### src/rtl/regfile_pkg.sv
// Shared constants and types for the register-file write scheduler.
// Sizes the write port and names the FSM states and round-robin sources.
package regfile_pkg;

  localparam int RF_NREGS = 32;
  localparam int RF_AW    = 5;
  localparam int RF_DW    = 32;

  typedef enum logic {S_INIT, S_RUN} rf_sched_state_t;

  // Encoding doubles as the request/grant bit index inside rr_arb2.
  typedef enum logic {SRC_LD, SRC_DBG} rf_src_t;

endpackage

### src/rtl/regfile_wr_sched_if.sv
// Request and register-file write-port bundle for regfile_wr_sched.
// The slave side is the scheduler; the master side drives the requests and watches the write port.
interface regfile_wr_sched_if;
  import regfile_pkg::*;

  logic             wb_valid;
  logic [RF_AW-1:0] wb_rd;
  logic [RF_DW-1:0] wb_data;

  logic             ld_valid;
  logic             ld_ready;
  logic [RF_AW-1:0] ld_rd;
  logic [RF_DW-1:0] ld_data;

  logic             dbg_valid;
  logic             dbg_ready;
  logic [RF_AW-1:0] dbg_rd;
  logic [RF_DW-1:0] dbg_data;

  logic             init_done;
  logic             rf_wen;
  logic [RF_AW-1:0] rf_rd;
  logic [RF_DW-1:0] rf_rd_data;

  modport slave (
    input  wb_valid, wb_rd, wb_data,
    input  ld_valid, ld_rd, ld_data,
    input  dbg_valid, dbg_rd, dbg_data,
    output ld_ready, dbg_ready, init_done,
    output rf_wen, rf_rd, rf_rd_data
  );

  modport master (
    output wb_valid, wb_rd, wb_data,
    output ld_valid, ld_rd, ld_data,
    output dbg_valid, dbg_rd, dbg_data,
    input  ld_ready, dbg_ready, init_done,
    input  rf_wen, rf_rd, rf_rd_data
  );

endinterface

### src/rtl/regfile_wr_sched_rr_arb2.sv
// Two-way round-robin arbiter, combinational grant, pointer moves away from the winner.
// Grants nothing while en is low; the pointer only advances on an actual grant.
module rr_arb2
  import regfile_pkg::*;
(
  input  logic       clk,
  input  logic       rst,
  input  logic [1:0] req,
  input  logic       en,
  output logic [1:0] gnt,
  output rf_src_t    ptr
);

  always_comb begin
    gnt = 2'b00;
    if (en) begin
      gnt[0] = req[0] & ((ptr == SRC_LD)  | !req[1]);
      gnt[1] = req[1] & ((ptr == SRC_DBG) | !req[0]);
    end
  end

  always_ff @(posedge clk) begin
    if (rst) begin
      ptr <= SRC_LD;
    end else if (gnt[0]) begin
      ptr <= SRC_DBG;
    end else if (gnt[1]) begin
      ptr <= SRC_LD;
    end
  end

endmodule

### src/rtl/regfile_wr_sched.sv
// Owns the register-file write port: zero-sweep after reset, then wb > round-robin(ld, dbg).
// One cycle from grant to rf_wen; wb is never stalled, ld/dbg wait on ready, x0 writes are dropped.
module regfile_wr_sched
  import regfile_pkg::*;
(
  input  logic               clk,
  input  logic               rst,
  regfile_wr_sched_if.slave  bus
);

  localparam logic [RF_AW-1:0] LAST_REG = RF_AW'(RF_NREGS - 1);

  rf_sched_state_t  state, state_nxt;
  logic [RF_AW-1:0] cnt, cnt_nxt;
  logic             init_q, init_nxt;
  logic             wen_q, wen_nxt;
  logic [RF_AW-1:0] rd_q, rd_nxt;
  logic [RF_DW-1:0] data_q, data_nxt;

  logic             run;
  logic [1:0]       gnt;
  rf_src_t          ptr;

  // Ready is forced low during reset so nothing is handshaken that the reset would then drop.
  assign run = (state == S_RUN) && !rst;

  rr_arb2 u_arb (
    .clk (clk),
    .rst (rst),
    .req ({bus.dbg_valid, bus.ld_valid}),
    .en  (run && !bus.wb_valid),
    .gnt (gnt),
    .ptr (ptr)
  );

  assign bus.ld_ready  = run && !bus.wb_valid && ((ptr == SRC_LD)  || !bus.dbg_valid);
  assign bus.dbg_ready = run && !bus.wb_valid && ((ptr == SRC_DBG) || !bus.ld_valid);

  assign bus.init_done  = init_q;
  assign bus.rf_wen     = wen_q;
  assign bus.rf_rd      = rd_q;
  assign bus.rf_rd_data = data_q;

  always_ff @(posedge clk) begin
    if (rst) begin
      state  <= S_INIT;
      cnt    <= '0;
      init_q <= 1'b0;
      wen_q  <= 1'b0;
      rd_q   <= '0;
      data_q <= '0;
    end else begin
      state  <= state_nxt;
      cnt    <= cnt_nxt;
      init_q <= init_nxt;
      wen_q  <= wen_nxt;
      rd_q   <= rd_nxt;
      data_q <= data_nxt;
    end
  end

  always_comb begin
    state_nxt = state;
    cnt_nxt   = cnt;
    init_nxt  = init_q;
    wen_nxt   = 1'b0;
    rd_nxt    = rd_q;
    data_nxt  = data_q;
    case (state)
      S_INIT: begin
        wen_nxt  = 1'b1;
        rd_nxt   = cnt;
        data_nxt = '0;
        if (cnt == LAST_REG) begin
          state_nxt = S_RUN;
          init_nxt  = 1'b1;
          cnt_nxt   = '0;
        end else begin
          cnt_nxt = cnt + RF_AW'(1);
        end
      end
      S_RUN: begin
        // A granted x0 write still consumes its slot but never reaches the register file.
        if (bus.wb_valid) begin
          wen_nxt = (bus.wb_rd != '0);
          if (wen_nxt) begin
            rd_nxt   = bus.wb_rd;
            data_nxt = bus.wb_data;
          end
        end else if (gnt[0]) begin
          wen_nxt = (bus.ld_rd != '0);
          if (wen_nxt) begin
            rd_nxt   = bus.ld_rd;
            data_nxt = bus.ld_data;
          end
        end else if (gnt[1]) begin
          wen_nxt = (bus.dbg_rd != '0);
          if (wen_nxt) begin
            rd_nxt   = bus.dbg_rd;
            data_nxt = bus.dbg_data;
          end
        end
      end
      default: state_nxt = S_INIT;
    endcase
  end

endmodule

### src/flat_wrapper.sv
// flat-port wrapper written by rule: the top's interface ports become plain ports
module regfile_wr_sched_flat import regfile_pkg::*;
  (clk, rst, bus_wb_valid, bus_wb_rd, bus_wb_data, bus_ld_valid, bus_ld_rd, bus_ld_data, bus_dbg_valid, bus_dbg_rd, bus_dbg_data, bus_ld_ready, bus_dbg_ready, bus_init_done, bus_rf_wen, bus_rf_rd, bus_rf_rd_data);
  regfile_wr_sched_if bus_i ();
  input  logic clk;
  input  logic rst;
  input wire logic [$bits(bus_i.wb_valid)-1:0] bus_wb_valid;
  input wire logic [$bits(bus_i.wb_rd)-1:0] bus_wb_rd;
  input wire logic [$bits(bus_i.wb_data)-1:0] bus_wb_data;
  input wire logic [$bits(bus_i.ld_valid)-1:0] bus_ld_valid;
  input wire logic [$bits(bus_i.ld_rd)-1:0] bus_ld_rd;
  input wire logic [$bits(bus_i.ld_data)-1:0] bus_ld_data;
  input wire logic [$bits(bus_i.dbg_valid)-1:0] bus_dbg_valid;
  input wire logic [$bits(bus_i.dbg_rd)-1:0] bus_dbg_rd;
  input wire logic [$bits(bus_i.dbg_data)-1:0] bus_dbg_data;
  output wire logic [$bits(bus_i.ld_ready)-1:0] bus_ld_ready;
  output wire logic [$bits(bus_i.dbg_ready)-1:0] bus_dbg_ready;
  output wire logic [$bits(bus_i.init_done)-1:0] bus_init_done;
  output wire logic [$bits(bus_i.rf_wen)-1:0] bus_rf_wen;
  output wire logic [$bits(bus_i.rf_rd)-1:0] bus_rf_rd;
  output wire logic [$bits(bus_i.rf_rd_data)-1:0] bus_rf_rd_data;
  assign bus_i.wb_valid = bus_wb_valid;
  assign bus_i.wb_rd = bus_wb_rd;
  assign bus_i.wb_data = bus_wb_data;
  assign bus_i.ld_valid = bus_ld_valid;
  assign bus_i.ld_rd = bus_ld_rd;
  assign bus_i.ld_data = bus_ld_data;
  assign bus_i.dbg_valid = bus_dbg_valid;
  assign bus_i.dbg_rd = bus_dbg_rd;
  assign bus_i.dbg_data = bus_dbg_data;
  assign bus_ld_ready = bus_i.ld_ready;
  assign bus_dbg_ready = bus_i.dbg_ready;
  assign bus_init_done = bus_i.init_done;
  assign bus_rf_wen = bus_i.rf_wen;
  assign bus_rf_rd = bus_i.rf_rd;
  assign bus_rf_rd_data = bus_i.rf_rd_data;
  regfile_wr_sched u_core (.clk(clk), .rst(rst), .bus(bus_i));
endmodule
### config.mk
export PLATFORM = sky130hd
export DESIGN_NAME = regfile_wr_sched_flat
export DESIGN_NICKNAME = d
export VERILOG_FILES = /design/src/rtl/regfile_pkg.sv /design/src/rtl/regfile_wr_sched_if.sv /design/src/rtl/regfile_wr_sched_rr_arb2.sv /design/src/rtl/regfile_wr_sched.sv /design/src/flat_wrapper.sv
export SDC_FILE = /design/constraint.sdc
export NUM_CORES = 1
export LEC_CHECK = 0
export CAP_MARGIN = 20
export CORE_ASPECT_RATIO = 0.6
export CORE_MARGIN = 3
export CORE_UTILIZATION = 40
export CTS_BUF_LIST = sky130_fd_sc_hd__clkbuf_2
export CTS_CLUSTER_SIZE = 20
export DETAILED_ROUTE_END_ITERATION = 8
export GPL_ROUTABILITY_DRIVEN = 0
export PLACE_DENSITY_LB_ADDON = 0.15
export SYNTH_ARGS = -nofsm -noshare
export SYNTH_HDL_FRONTEND = slang
export SYNTH_SLANG_ARGS = --single-unit
### constraint.sdc
create_clock -name clk -period 5.8 [get_ports clk]
set_clock_uncertainty 0.1 [all_clocks]
set_input_delay 1.16 -clock clk [delete_from_list [all_inputs] [get_ports clk]]
set_output_delay 1.16 -clock clk [all_outputs]
set_load 0.005 [all_outputs]
# Word level (Yosys, flattened, before mapping)
# Cells that the tools add are included.
[totals]
out_inout_bits = 41
ff_bits = 46
[classes]
add_sub_neg = 1
n_mux = 24
reduce_logical = 16
n_bitwise = 6
eq_ne = 5
[ops]
columns = ["op", "count"]
rows = [
  ["$mux W32", 6],
  ["$pmux W32 S2", 1],
  ["$mux W5", 7],
  ["$reduce_bool A5 Y1", 3],
  ["$ne A4 B4 Y1 const B", 3],
  ["$pmux W5 S2", 1],
  ["$mux W1", 7],
  ["$add A5 B1 Y5 const B", 1],
  ["$eq A5 B5 Y1 const B", 1],
  ["$logic_and A1 B1 Y1", 4],
  ["$logic_not A1 Y1", 4],
  ["$reduce_and A4 Y1", 1],
  ["$ne A3 B3 Y1 const B", 1],
  ["$and A1 B1 Y1", 2],
  ["$logic_or A1 B1 Y1", 2],
  ["$mux W2", 1],
  ["$not A1 Y1", 2],
  ["$or A1 B1 Y1", 2],
  ["$pmux W1 S2", 1],
  ["$reduce_and A2 Y1", 1],
  ["$reduce_bool A2 Y1", 1],
]

# Longest topological paths before layout
# Gate-level depths: netlist of the first run.
[logic_depth]
word_depth = 8
mapped_depth = 8

# By module
# A second synthesis of the first run with hierarchy kept.
[unflattened]
cells_unflattened = 344
area_unflattened_um2 = 2830.2
[by_module_without_submodules]
columns = ["mod", "seq_area_each_um2", "cells_per_inst", "n_inst", "area_per_inst_um2"]
rows = [
  ["regfile_wr_sched", 900.9, 336, 1, 2775.2],
  ["rr_arb2", 20.0, 8, 1, 55.1],
]

# Worst setup path before layout of the first run
# No wires, ideal clock.
[synth_timing]
path_type = "input to output"
startpoint = "input port bus_wb_valid"
endpoint = "output port bus_ld_ready"
t_arrival_ns = 1.748
slack_ns = 2.792
t_required_ns = 4.540
path_stages = 3
cell_sequence = "buf_2 > nor3b_2 > a21boi_0"
[synth_between]
elab_chain_cells = 3
[synth_rtl]
columns = ["item", "line_no", "rtl"]
rows = [
  ["from (decl)", "flat_wrapper.sv:7", "input wire logic [$bits(bus_i.wb_valid)-1:0] bus_wb_valid;"],
  ["$logic_not A1 Y1", "regfile_wr_sched.sv:36", "assign bus.ld_ready = run && !bus.wb_valid && ((ptr == SRC_LD) || !bus.dbg_valid);"],
  ["$logic_and A1 B1 Y1 (2 in a row)", "regfile_wr_sched.sv:36", ""],
  ["to (decl)", "flat_wrapper.sv:16", "output wire logic [$bits(bus_i.ld_ready)-1:0] bus_ld_ready;"],
]
# Every way passes these cells.

# Final worst setup path of the first run
[layout_timing]
startpoint = "input port rst"
endpoint = "output port bus_dbg_ready"
[layout_between]
elab_chain_cells = 4
[layout_rtl]
columns = ["item", "line_no", "rtl"]
rows = [
  ["from (decl)", "flat_wrapper.sv:6", "input logic rst;"],
  ["$logic_not A1 Y1", "regfile_wr_sched.sv:25", "assign run = (state == S_RUN) && !rst;"],
  ["$logic_and A1 B1 Y1", "regfile_wr_sched.sv:25", ""],
  ["$logic_and A1 B1 Y1 (2 in a row)", "regfile_wr_sched.sv:37", "assign bus.dbg_ready = run && !bus.wb_valid && ((ptr == SRC_DBG) || !bus.ld_valid);"],
  ["to (decl)", "flat_wrapper.sv:17", "output wire logic [$bits(bus_i.dbg_ready)-1:0] bus_dbg_ready;"],
]
# Every way passes these cells.

==> flow_summary_export.csv, run 1 <==
group,metric,value,unit
run_status,outcome,"finished, final reports clean",
placed_design,dp_slack,1620,ps
global_route,grt_antenna_before_repair,0,
synth,synth_seq_cells,46,
floorplan,die_w,116,microns
critical_path,end_kind,"output port",
power_and_ir_drop,clkPwrFrac,20.5,%
sta,fin_crit,4160,ps
critical_path,cp_slowest_cell,"clkdlybuf4s50_1",
critical_path,worst-path-buf-inv,3,
floorplan,die_y,71.9,microns
synth,synth_top_area_share,31.8,%
synth,synth_common_cells,"dfxtp_1 (46), a21oi_1 (41), mux2i_1 (35), nand2b_1 (35), o21ai_0 (35)",
critical_path,arrival,2900,ps
drt,routed-via-count,2825,
sta,rsz0062_at_grt,"no",
cts,ctsLongestPathBuffers,2,
min_path,holdCritPathClass,"flip-flop to flip-flop",
cts,clock_sinks,46,
synth,yosysTopAreaCell,"dfxtp_1",
floorplan,ios,157,
drt,drt_iter0_drc,88,
power_and_ir_drop,power_density,124,mW/mm^2
placed_design,port_buffers,156,
power_and_ir_drop,sw_frac_of_total,22.8,%
placed_design,dp_hpwl,6.43,mm
floorplan,dieArea,0.00834,sq mm
cts,post_cts_resized,0,
drt,wl_per_cell,14.7,microns
synth,ys.flop_type,"dfxtp_1",
finish,multi_input_area,0.00172,sq mm
run,maxCapViolations,0,
global_route,grt_max_degree,73,
floorplan,rows,23,
cts,cts_setup_buffers,0,
floorplan,core,0.00685,sq mm
finish,drive_above_1_share,9.90,%
synth,yosysMostFrequentCell,"dfxtp_1",
power_and_ir_drop,p_leak,1.70,nW
critical_path,worstPathCellList,"clkdlybuf4s50_1 -> buf_4 -> nor3b_2 -> a21boi_2 -> clkdlybuf4s50_1",
critical_path,critPathMostFrequentCell,"clkdlybuf4s50_1",
drt,routed_via_density,4.94,
power_and_ir_drop,pwr-share-comb,21.8,%
power_and_ir_drop,switchingPower,0.127,mW
cts,clk_pin_slew,190,ps
finish,area_delta_synth_final,55.2,%
power_and_ir_drop,vdd_drop_max,0.0664,mV
global_route,grt_pass1_wl,13.2,mm
sta,timing.fmax,241,MHz
cts,numCtsBuffers,5,
critical_path,critPathTopFamily,"buffers and inverters",
global_route,track_usage,19.6,%
cts,cts_tree,"done",
synth,synthCells,344,
critical_path,crit_required,4540,ps
drt,first_pass_iters,4,
sta,fin_tns_setup,0,ps
finish,regArea,921,sq um
synth,syn_area_per_cell,8.43,sq um
floorplan,initial_utilization,42.3,%
synth,netlist_area,0.00290,sq mm
sta,worst_slew_pin_slew,636,ps
sta,setup-violations-final,0,
sta,worst_slew_margin_rel,57.6,%
power_and_ir_drop,p_seq_share,57.7,%
finish,nNetsFinal,604,
critical_path,criticalPathCategory,"primary input to output port",
power_and_ir_drop,power.internal,0.432,mW
finish,fillers,597,
synth,synthArstFlopShare,0,%
sta,fin_ws,1640,ps
finish,antenna_cells,0,
cts,insertion_delay,380,ps
synth,yosys-top-cells-area,"dfxtp_1 (32%), mux2_2 (13%), mux2i_1 (12%)",
synth,seq_area_frac_synth,31.8,%
critical_path,crit_fanout,53,
synth,ys_types,33,
cts,ctsHoldBuffers,0,
sta,final_hold_viol_count,0,
synth,synth_edf_count,0,
drt,drtAntennaViolNets,0,
critical_path,cpPeakStageDelay,520,ps
drt,drcViolationCount,0,
synth,yosys_warnings,0,
cts,h-tree-depth,2,
sta,drv_slew,0,
global_route,grt_pass1_vias,2823,
critical_path,startpoint_type,"primary input",
synth,synth_nets,462,
drt,wl,8.38,mm
cts,clock-root-buffer,"clkbuf_2",
global_route,grt-ovfl-total,0,
sta,post-route-period-util,71.7,%
flip-flops by register name, summed over array words and instances (netlist names):
register and cells:
u_core.bus.init_done 1, u_core.bus.rf_rd_data 32, u_core.bus.rf_wen 1, u_core.cnt 5, u_core.bus.rf_rd 5, u_core.state 1
u_core.u_arb.ptr 1
stage by stage:
step,hold slack (ps),cells,power (mW),util (%),instance area (sq um)
2_1_floorplan,360,344,0.364,-,2900
3_3_place_gp,361,566,0.448,65.3,4470
3_5_place_dp,370,566,0.451,65.3,4470
4_1_cts,393,572,0.568,65.7,4500
5_1_grt,407,572,0.590,65.7,4500
6_report,389,572,0.560,65.7,4500
worst paths after layout:
path	startpoint	end	slack [ps]	depth (start not counted)
setup / recovery	rst	bus_dbg_ready	1640	5
hold / removal	u_core.bus.rf_rd_data[15]	u_core.bus.rf_rd_data[15]	390	2
setup reg to reg	u_core.state	u_core.bus.rf_rd[1]	3100	6
hold reg to reg	u_core.bus.rf_rd_data[15]	u_core.bus.rf_rd_data[15]	390	2
area by class of cell:
class / count / area share (%)
clock buffers: 5 / 0.556
well taps: 87 / 2.42
repair buffers: 161 / 35.4
clock inverters: 1 / 0.0834
multi-input cells: 238 / 38.2
inverters: 34 / 2.84
flip-flops and latches: 46 / 20.5
power by group through the flow:
stage	clock network [mW]	logic [mW]	registers (mW)
3_3_place_gp	0	0.119	0.329
6_report	0.115	0.122	0.323
5_1_grt	0.134	0.132	0.324
3_5_place_dp	0	0.122	0.329
2_1_floorplan	0	0.0348	0.329
4_1_cts	0.122	0.123	0.323
logic make-up after synthesis:
logic type | count (synthesis) | synth area share (%)
buf+inv | 60 | 9.37
flops | 46 | 31.8
simple gates | 76 | 15.0
fa+ha+maj | 2 | 0.863
compound gates | 88 | 16.6
mux | 72 | 26.5
cells in the final DEF (no fill, tap or decap), types with 5 or more instances in the layout:
cell type        netlist  layout
a31oi_1                5       5
dfxtp_1               46      46
and3_1                 5       5
mux2_2                33      33
mux2i_1               35      35
nand2_1                7       6
o21ai_0               35      35
nor2b_1                5       5
clkbuf_2               0       5
a21oi_1               41      41
nand2b_1              35      35
nor2_1                10      10
clkdlybuf4s50_1        0     155
buf_4                  1       5
inv_1                 34      34
worst reg2reg max path: stages (launching register included):
cell and delay (ps):
dfxtp_1 720, and2b_1 330, a21oi_1 90, a311o_1 360, o41ai_4 60, buf_4 550, mux2_1 410
per-layer routing:
metal / track usage [%] / routed length (microns) / part of all wire (%) / vias up
li1: - / - / - / 1460
met1: 23.9 / 3640 / 43 / 1251
met2: 32.7 / 3740 / 45 / 108
met3: 7.83 / 894 / 11 / 6
met4: 4.76 / 104 / 1.2 / 0
met5: 0 / 0 / 0 / -
Power figures use the tool's default switching activity.
==> run 2: changes to the inputs <==
CORE_UTILIZATION = 37   (was 40)
clock period = 3.5 ns   (was 5.8 ns; I/O delays follow)
==> run 2 against run 1 <==
  * Final cell count rose by 3.7%
  * Via count increased by 2.1%
  * Largest power group unchanged
  * Sequential share of layout area is 0.29 points lower
  * Core utilization decreased by 4.2 points
  * Wire length is 0.30% lower
  * Critical path depth is 1 lower
  * Global-route usage shrank 1.2 points
  * First-iteration DRC count is 61% higher
  * Critical path type unchanged
  * Clock power rose by 67%
==> flow_summary_export.csv, run 2 (synthesis gave the netlist of run 1 again) <==
group,metric,value,unit
run_status,outcome,"finished, final reports clean",
finish,fillers,670,
power_and_ir_drop,switchingPower,0.212,mW
critical_path,startpoint_type,"primary input",
global_route,grt_max_degree,53,
critical_path,end_kind,"output port",
global_route,use_met3,8.21,%
run,maxCapViolations,0,
critical_path,critPathLaunch,"rst",
critical_path,rr_endpoint,"u_core.bus.rf_rd[4]",
power_and_ir_drop,power.internal,0.717,mW
global_route,track_usage,18.4,%
min_path,holdCritPathClass,"flip-flop to flip-flop",
finish,fin_cells,593,
critical_path,arrival,2170,ps
cts,numCtsBuffers,5,
finish,layout_commonest_cell,"clkdlybuf4s50_1",
cts,cts_setup_buffers,0,
sta,timing.fmax,336,MHz
placed_design,placed_cells,587,
global_route,busiest_layer,"met2",
cts,h-tree-depth,2,
power_and_ir_drop,vdd_drop_max,0.112,mV
global_route,grt_pass1_vias,2748,
cts,cts_tree,"done",
power_and_ir_drop,pwr-share-comb,21.7,%
drt,first_pass_iters,4,
drt,drt_iter0_drc,142,
cts,clk_pin_slew,200,ps
cts,insertion_delay,380,ps
sta,worst_slew_pin_slew,451,ps
critical_path,crit_required,2700,ps
finish,nNetsFinal,608,
floorplan,die_y,74.6,microns
floorplan,ios,157,
global_route,grt_antenna_before_repair,0,
sta,setup-violations-final,0,
floorplan,initial_utilization,39.1,%
global_route,use_met2,30.5,%
finish,largest_reg_flops,32,
placed_design,port_buffers,156,
critical_path,reg2reg_slack,1300,ps
sta,fin_crit,2970,ps
cts,clock_sinks,46,
critical_path,endpoint,"bus_dbg_ready",
power_and_ir_drop,sw_frac_of_total,22.9,%
global_route,grt_use_met1,23.0,%
finish,design_area,0.00456,sq mm
finish,antenna_cells,0,
finish,drive_above_1_share,10.6,%
critical_path,reg2reg_depth,7,
finish,multi_input_area,0.00172,sq mm
finish,regArea,921,sq um
sta,post-route-period-util,85.0,%
finish,area_delta_synth_final,57.4,%
power_and_ir_drop,power_density,204,mW/mm^2
critical_path,crit_fanout,4,
drt,wl_per_cell,14.1,microns
sta,drv_slew,0,
floorplan,die_w,120,microns
placed_design,place_area,0.00454,sq mm
drt,routed_via_density,4.86,
power_and_ir_drop,p_leak,1.72,nW
power_and_ir_drop,p_total,0.930,mW
critical_path,criticalPathCategory,"primary input to output port",
floorplan,core,0.00742,sq mm
floorplan,dieArea,0.00897,sq mm
finish,final_cell_mix,"clkdlybuf4s50_1 (155), dfxtp_1 (46), a21oi_1 (41)",
power_and_ir_drop,clkPwrFrac,20.7,%
cts,ctsLongestPathBuffers,2,
sta,final_hold_viol_count,0,
cts,post_cts_resized,0,
cts,ctsHoldBuffers,0,
drt,drcViolationCount,0,
sta,rsz0062_at_grt,"no",
placed_design,dp_hpwl,6.44,mm
critical_path,r2r-start,"u_core.state",
cts,clock-root-buffer,"clkbuf_2",
global_route,grt-ovfl-total,0,
power_and_ir_drop,p_seq_share,57.6,%
drt,routed-via-count,2884,
drt,drtAntennaViolNets,0,
global_route,grt_pass1_wl,13.3,mm
drt,wl,8.36,mm
sta,fin_tns_setup,0,ps
sta,worst_slew_margin_rel,69.9,%
floorplan,rows,24,
[run 2: changes by cell type in the layout (fill, tap and decap cells not counted)]
cell,previous run,this run
buf_12,0,1
buf_4,5,8
[run 2: layer usage]
| metal | share of wire (%) | vias to the layer above |
|---|---|---|
| li1 | - | 1466 |
| met1 | 44 | 1294 |
| met2 | 44 | 120 |
| met3 | 12 | 4 |
| met4 | 0.50 | 0 |
| met5 | 0 | - |
[run 2: worst min-delay path by stage]
stage	from	to	slack (ps)	cells past startpoint
finish	u_core.bus.rf_rd_data[20]	u_core.bus.rf_rd_data[20]	390	2
global route	u_core.bus.rf_rd_data[27]	u_core.bus.rf_rd_data[27]	410	2
floorplan	u_core.bus.init_done	u_core.bus.init_done	360	2
global placement	u_core.bus.rf_rd_data[20]	u_core.bus.rf_rd_data[20]	360	2
detailed placement	u_core.bus.rf_rd_data[4]	u_core.bus.rf_rd_data[4]	370	2
CTS	u_core.bus.rf_rd_data[4]	u_core.bus.rf_rd_data[4]	390	2
[run 2: power by group through the flow]
| stage | logic (mW) | clock network [mW] | registers [mW] |
|---|---|---|---|
| final | 0.202 | 0.192 | 0.536 |
| after detailed placement | 0.201 | 0 | 0.546 |
| after CTS | 0.203 | 0.203 | 0.536 |
| after floorplan | 0.0577 | 0 | 0.545 |
| after global routing | 0.218 | 0.223 | 0.537 |
| after global placement | 0.198 | 0 | 0.546 |
[run 2: final cells by class]
class	instances	area share [%]
multi-input combinational	238	37.7
timing repair buffer	165	35.9
sequential	46	20.2
tap	104	2.85
inverter	34	2.80
clock buffer	5	0.548
clock inverter	1	0.0822
[run 2: worst max-delay path: stages]
cell	delay [ps]
clkdlybuf4s50_1	440
nor3b_2	280
a21boi_2	240
clkdlybuf4s50_1	520
[run 2: through the flow]
stage                     hold slack, ps  setup WS (ps)  utilization (%)
after CTS                            394            511             61.5
after global routing                 414            436             61.5
final                                391            526             61.5
after detailed placement             370            515             61.2
after global placement               360            541             61.2
after floorplan                      360           1220                -
==> run 3: changes to the inputs <==
CORE_UTILIZATION = 40   (was 37)
clock period = 2.9 ns   (was 3.5 ns; I/O delays follow)
==> run 3 against run 2 <==
  * Worst hold slack worse by 0.90 ps
  * Via count shrank 0.59%
  * Core utilization increased by 5.3 points
  * Wire length rose by 0.20%
==> flow_summary_export.csv, run 3 (synthesis gave the netlist of run 1 again) <==
group,metric,value,unit
floorplan,ios,157,
drt,wl,8.37,mm
cts,cts_setup_buffers,0,
drt,drt_iter0_drc,93,
floorplan,initial_utilization,42.3,%
cts,clock_sinks,46,
run_status,outcome,"finished, final reports clean",
critical_path,startpoint_type,"primary input",
critical_path,reg2reg_depth,8,
finish,design_area,0.00458,sq mm
global_route,grt_pass1_wl,13.3,mm
finish,final_cell_mix,"clkdlybuf4s50_1 (155), dfxtp_1 (46), a21oi_1 (41)",
cts,cts_tree,"done",
global_route,grt_pass1_vias,2756,
cts,numCtsBuffers,5,
critical_path,worstPathCellList,"clkdlybuf4s50_1 -> nor3b_2 -> a21boi_0 -> clkdlybuf4s50_1",
finish,nNetsFinal,611,
global_route,track_usage,19.8,%
finish,area_delta_synth_final,57.9,%
finish,antenna_cells,0,
critical_path,end_kind,"output port",
cts,ctsHoldBuffers,0,
placed_design,port_buffers,156,
cts,ctsLongestPathBuffers,2,
global_route,grt_antenna_before_repair,0,
floorplan,dieArea,0.00834,sq mm
power_and_ir_drop,power_density,251,mW/mm^2
cts,post_cts_resized,0,
drt,wl_per_cell,14.4,microns
min_path,min_path_cells,2,
placed_design,dp_hpwl,6.58,mm
floorplan,die_w,116,microns
sta,post-route-period-util,94.1,%
drt,drcViolationCount,0,
sta,fin_tns_setup,0,ps
critical_path,crit_fanout,4,
critical_path,cpPeakStageDelay,540,ps
floorplan,die_y,71.9,microns
critical_path,crit_required,2220,ps
critical_path,criticalPathCategory,"primary input to output port",
floorplan,rows,23,
drt,routed_via_density,4.93,
drt,routed-via-count,2867,
sta,fin_crit,2730,ps
sta,worst_slew_margin_rel,70.7,%
finish,layout_commonest_cell,"clkdlybuf4s50_1",
sta,setup-violations-final,0,
global_route,grt-ovfl-total,0,
critical_path,cp_slowest_cell,"clkdlybuf4s50_1",
finish,largest_reg_flops,32,
sta,fin_ws,172,ps
cts,h-tree-depth,2,
drt,first_pass_iters,5,
critical_path,critPathMostFrequentCell,"clkdlybuf4s50_1",
cts,insertion_delay,390,ps
placed_design,dp_slack,162,ps
sta,worst_slew_pin_slew,439,ps
critical_path,arrival,2050,ps
min_path,holdCritPathClass,"flip-flop to flip-flop",
sta,drv_slew,0,
global_route,grt_max_degree,53,
cts,clock-root-buffer,"clkbuf_2",
placed_design,place_area,0.00454,sq mm
sta,rsz0062_at_grt,"no",
power_and_ir_drop,p_leak,1.75,nW
sta,timing.fmax,367,MHz
run,maxCapViolations,0,
cts,clk_pin_slew,220,ps
drt,drtAntennaViolNets,0,
floorplan,core,0.00685,sq mm
power_and_ir_drop,vdd_drop_max,0.167,mV
sta,final_hold_viol_count,0,
finish,drive_above_1_share,11.5,%
finish,finalCoreUtilization,66.8,%
[run 3: cell types whose count changed in the layout (fill, tap and decap cells not counted), sizes merged]
cell,before,now
buf,10,13
clkinv,1,2
clkinvlp,0,1
[run 3: final timing paths]
check,startpoint,endpoint,slack (ps)
max,rst,bus_ld_ready,170
min,u_core.bus.rf_rd_data[8],u_core.bus.rf_rd_data[8],390
max reg2reg,u_core.state,u_core.bus.rf_rd_data[10],740
min reg2reg,u_core.bus.rf_rd_data[8],u_core.bus.rf_rd_data[8],390
[run 3: final cells by class]
type | instances | area [sq um]
fill | 586 | 2270
multi-input combinational | 238 | 1720
timing repair buffer | 168 | 1660
sequential | 46 | 921
inverter | 34 | 128
tap | 87 | 109
clock buffer | 5 | 25.0
clock inverter | 3 | 16.3
[run 3: through the flow]
stage / power [mW] / std cells / hold slack (ps)
floorplan: 0.727 / 344 / 360
global placement: 0.897 / 573 / 349
detailed placement: 0.901 / 573 / 366
CTS: 1.16 / 581 / 393
global route: 1.20 / 581 / 415
finish: 1.15 / 581 / 390
[run 3: where the power goes]
group          internal (mW)  switching [mW]  leakage (nW)
clock network         0.0551           0.206        0.0264
logic                  0.176          0.0654          1.35
registers              0.641         0.00706         0.372
[run 3: critical path: cells and delay by family]
kind	cells	cell delay, ps
compound gates	1	230
buf+inv	2	970
simple gates	1	270
[run 3: routing by layer]
metal  wire (microns)  global-route usage (%)
met1             3670                    25.3
met2             3710                    31.9
met3              946                    8.08
met4               51                    3.86
met5                0                       0
